$ cat config.mk
export PLATFORM = sky130hd
export DESIGN_NAME = rr_arb_mux
export DESIGN_NICKNAME = d
export VERILOG_FILES = /design/src/rtl/rr_arb_mux.sv
export SDC_FILE = /design/constraint.sdc
export NUM_CORES = 1
export LEC_CHECK = 0
export BUFFER_PORTS_ARGS = -buffer_cell sky130_fd_sc_hd__buf_2
export CAP_MARGIN = 20
export CELL_PAD_IN_SITES_DETAIL_PLACEMENT = 0
export CELL_PAD_IN_SITES_GLOBAL_PLACEMENT = 1
export CORE_MARGIN = 5
export CORE_UTILIZATION = 32
export DETAILED_ROUTE_END_ITERATION = 8
export PLACE_DENSITY_LB_ADDON = 0.2
export SLEW_MARGIN = 25
export SYNTH_ARGS = -nofsm -noshare
export SYNTH_HDL_FRONTEND = slang
export SYNTH_SLANG_ARGS = --single-unit
$ cat constraint.sdc
create_clock -name clk -period 3.5 [get_ports clk]
set_clock_uncertainty 0.1 [all_clocks]
set_input_delay 0.7 -clock clk [delete_from_list [all_inputs] [get_ports clk]]
set_output_delay 0.7 -clock clk [all_outputs]
set_load 0.005 [all_outputs]
$ cat src/rtl/rr_arb_mux.sv
// ---------------------------------------------------------------------------
// rr_arb_mux
//
// Merges N valid/ready producer streams onto one consumer stream through a
// single registered output stage. Each accepted beat is tagged with the index
// of the channel it came from. Arbitration is round-robin by default or fixed
// priority (lowest index wins) when FIXED_PRIO is set.
//
// Parameters:
//   WIDTH      data width of every channel
//   N          number of input channels (2..16)
//   FIXED_PRIO 0 = round-robin, 1 = fixed priority, lowest index wins
//   SELW       width of the channel index (derived, leave at default)
//
// Ports:
//   clk        single clock, all state updates on the rising edge
//   reset      asynchronous active-high reset
//   in_valid   bit i: channel i presents a beat
//   in_data    channel i data in bits [i*WIDTH +: WIDTH]
//   in_ready   bit i: channel i beat accepted this cycle (with in_valid[i])
//   out_valid  output register holds a beat
//   out_data   buffered beat data
//   out_sel    source channel of the buffered beat
//   out_ready  consumer accepts the buffered beat
// ---------------------------------------------------------------------------
module rr_arb_mux #(
   parameter int WIDTH      = 32,
   parameter int N          = 4,
   parameter int FIXED_PRIO = 0,
   parameter int SELW       = $clog2(N)
) (
   input  logic                 clk,
   input  logic                 reset,
   input  logic [N-1:0]         in_valid,
   input  logic [N*WIDTH-1:0]   in_data,
   output logic [N-1:0]         in_ready,
   output logic                 out_valid,
   output logic [WIDTH-1:0]     out_data,
   output logic [SELW-1:0]      out_sel,
   input  logic                 out_ready
);

   logic [SELW-1:0]  ptr;
   logic [SELW-1:0]  gnt_idx;
   logic             gnt_any;
   logic [N-1:0]     grant;
   logic [SELW:0]    scan;
   logic             load;
   logic             xfer;
   logic [WIDTH-1:0] sel_data;
   logic [SELW-1:0]  ptr_next;

   // Grant search. In round-robin mode the scan starts at ptr and wraps
   // modulo N (one extra bit in scan holds the unwrapped sum), so the first
   // valid channel at or after ptr wins. In fixed-priority mode the scan
   // simply starts at 0. The first hit latches and later hits are ignored.
   always_comb begin
      gnt_any = 1'b0;
      gnt_idx = '0;
      scan    = '0;
      for (int k = 0; k < N; k++) begin
         if (FIXED_PRIO != 0) begin
            scan = (SELW+1)'(k);
         end else begin
            scan = {1'b0, ptr} + (SELW+1)'(k);
            if (scan >= (SELW+1)'(N)) begin
               scan = scan - (SELW+1)'(N);
            end
         end
         if (!gnt_any && in_valid[scan[SELW-1:0]]) begin
            gnt_any = 1'b1;
            gnt_idx = scan[SELW-1:0];
         end
      end
   end

   // One-hot grant vector derived from the winning index.
   always_comb begin
      grant = '0;
      if (gnt_any) begin
         grant[gnt_idx] = 1'b1;
      end
   end

   // The output register has room when it is empty or being drained this
   // cycle. in_ready is held low during reset so no producer believes a beat
   // was taken while the register is being cleared.
   always_comb begin
      load = !out_valid || out_ready;
      xfer = gnt_any && load;
      if (load && !reset) begin
         in_ready = grant;
      end else begin
         in_ready = '0;
      end
   end

   // Data select for the winning channel, written as a compare-per-channel
   // mux so the index never feeds a variable part-select.
   always_comb begin
      sel_data = '0;
      for (int i = 0; i < N; i++) begin
         if (gnt_idx == SELW'(i)) begin
            sel_data = in_data[i*WIDTH +: WIDTH];
         end
      end
   end

   // Next pointer is the channel after the winner, wrapping N-1 to 0 so a
   // non-power-of-two N never produces an out-of-range pointer.
   always_comb begin
      if (gnt_idx == SELW'(N-1)) begin
         ptr_next = '0;
      end else begin
         ptr_next = gnt_idx + SELW'(1);
      end
   end

   // Priority pointer: moves only on an input transfer and only in
   // round-robin mode; fixed priority leaves it at 0.
   always_ff @(posedge clk or posedge reset) begin
      if (reset) begin
         ptr <= '0;
      end else if (xfer && (FIXED_PRIO == 0)) begin
         ptr <= ptr_next;
      end
   end

   // Output register. A new beat is loaded whenever a transfer happens, which
   // also covers the simultaneous drain-and-refill case at full rate. A drain
   // with no refill only clears out_valid; data and tag keep their values.
   always_ff @(posedge clk or posedge reset) begin
      if (reset) begin
         out_valid <= 1'b0;
         out_data  <= '0;
         out_sel   <= '0;
      end else if (xfer) begin
         out_valid <= 1'b1;
         out_data  <= sel_data;
         out_sel   <= gnt_idx;
      end else if (out_valid && out_ready) begin
         out_valid <= 1'b0;
      end
   end

endmodule

==> out/metrics.cfg <==
[clocking]
cts_root_buffer=clkbuf_8
cts_max_level=2
cts.sinks=37
post_cts_resized=0
holdBufCountCts=0
cts_setup_buffers=0
clk_pin_slew_ns=0.07
cts.path.max_buffers=2
clk_latency_ns=0.28
cts_tree=built
cts_made_buffers=5

[timing]
fmax_mhz=337
final-max-slew-violation-count=0
period_needed_ns=2.97
setup_violations=0
finalHoldViolCount=0
period_share_pct=84.7
slew_headroom_pct=59.4
fin_tns_setup_ns=0
worstMarginPinSlew_ns=0.607
rsz0062_at_grt=false
worst_hold_slack_ns=0.291

[layout]
drive_above_1_share_pct=56.4
layout_common_cells=buf_2 (173), a21oi_2 (50), dfrtp_1 (37)
nFillCells=866
area_delta_synth_final_pct=38.0
multiInputGateArea_um2=1480
layoutNonFillerInstCount=565
layout_commonest_cell=buf_2
layout.nets=598
regArea_um2=926

[grt]
overflow=0
antenna_found_initial=0
grt_usage_pct=17.1
grt_pass1_wl_mm=14.1
grt_max_degree=65
grt_pass1_vias=2933

[die]
die_area_um2=10400
ioPinCount=174
fp.dieW_um=102
row_count=33
start_util_pct=33.0
fp.dieH_um=102
core_um2=8220

[routing]
drtIter0Drc=73
dr.pass1.iters=4
drt-total-wl_mm=9.04
drc=0
ant_nets=0
wire_per_inst_um=16.0
via_per_inst=4.98
vias=2812

[synth]
ys_seq_area_share_pct=34.2
postSynthAreaPerCell_um2=9.15
synth_edf_count=0
ys_types=28
syn-num-nets=435
yosysWarnings=0
netlist_instances=296
synth_seq_cells=37
synth_area_um2=2710
synthArstFlopShare_pct=100
synthFlopType=dfrtp_1

[power_and_ir_drop]
switching_share_pct=41.7
pwr-share-clk_pct=11.4
powerDensity_nw_per_um2=708
seqPwrFrac_pct=28.5
internal_power_w=0.00154
power_frac_comb_pct=60.1
p_leak_nw=1.89
peakVddDrop_mv=0.368
p_sw_w=0.00110

[worst_setup_path]
cp-end-kind=primary output
cp_max_fo=5
required_ns=2.70
worstSetupStartpointType=input port
critical_path_class=in -> out
worstPathArrival_ns=2.17

[placement]
finalWeightedCongestion=0.728
placed_cells=557
io_buffers=173
place_hpwl_mm=6.92

[run]
maxCapViolCount=0

[outcome]
outcome=complete, no violations

[min_path]
min_path_type=in -> async

synth_stat cells, types with 5 or more instances:
cell type | count | share of area (%)
a21oi_2 | 50 | 16
dfrtp_1 | 37 | 34
inv_1 | 36 | 5.0
a221oi_1 | 32 | 10
a211o_1 | 31 | 10
nor2_1 | 24 | 3.3
a21oi_1 | 15 | 2.8
buf_2 | 11 | 2.0
nor2_2 | 10 | 2.3
clkbuf_1 | 9 | 1.2
nand2_1 | 8 | 1.1
buf_4 | 5 | 1.4
registers in the layout, summed over array words and instances (netlist names):
signal     flops
out_data      32
out_sel        2
out_valid      1
ptr            2
metrics by stage:
stage                     power, W  setup WS, ns  utilization (%)  cell area [um^2]
final                      0.00265         0.534             45.5              3740
after global routing       0.00288         0.335             45.5              3740
after CTS                  0.00269         0.524             45.5              3740
after detailed placement   0.00238         0.511             44.4              3650
after global placement     0.00236         0.595             44.4              3650
after floorplan            0.00185         0.609                -              2710
power groups by stage:
stage	logic, W	registers [W]	clock network [W]
floorplan	0.00107	0.000780	0
global placement	0.00160	0.000759	0
detailed placement	0.00161	0.000763	0
CTS	0.00162	0.000758	0.000315
global route	0.00177	0.000782	0.000333
finish	0.00159	0.000754	0.000302
cell type report:
class	instances	area share (%)
repair buffers	185	26.2
diodes	1	0.0669
well taps	105	3.51
inverters	36	3.61
clock buffers	7	2.31
flip-flops and latches	37	24.8
multi-input cells	194	39.5
routing by layer:
layer	vias up	track usage, %	share of wire [%]
li1	1397	-	-
met1	1322	20.0	40
met2	87	31.6	53
met3	6	3.34	6.1
met4	0	4.84	1.1
met5	-	0	0
cells by family (layout without fill, tap and decap cells):
| kind of cell | Yosys count | count (layout) | share of synthesized area [%] |
|---|---|---|---|
| other cells | 0 | 1 | 0 |
| simple gates | 54 | 54 | 10.3 |
| fa+ha+maj | 4 | 4 | 1.85 |
| mux | 1 | 1 | 0.416 |
| compound gates | 135 | 135 | 41.2 |
| buf+inv | 65 | 228 | 12.0 |
| flops | 37 | 37 | 34.2 |
worst paths after layout:
check	startpoint	endpoint	slack, ns	cells past startpoint
worst min register to register	out_sel[0]	out_sel[0]	0.40	2
worst max register to register	ptr[0]	out_data[9]	0.97	10
min in group clk	out_sel[0]	out_sel[0]	0.40	2
worst min-delay path	reset	out_sel[0]	0.29	2
worst max-delay path	in_valid[2]	in_ready[1]	0.53	8
max in group asynchronous	reset	out_data[13]	2.49	3
worst max-delay path: stages:
cell,delay [ns]
buf_2,0.11
nor2b_1,0.21
nor3b_1,0.08
o22ai_1,0.35
inv_1,0.13
ha_1,0.28
and3_1,0.17
buf_2,0.13
(Power assumes the default switching activity.)
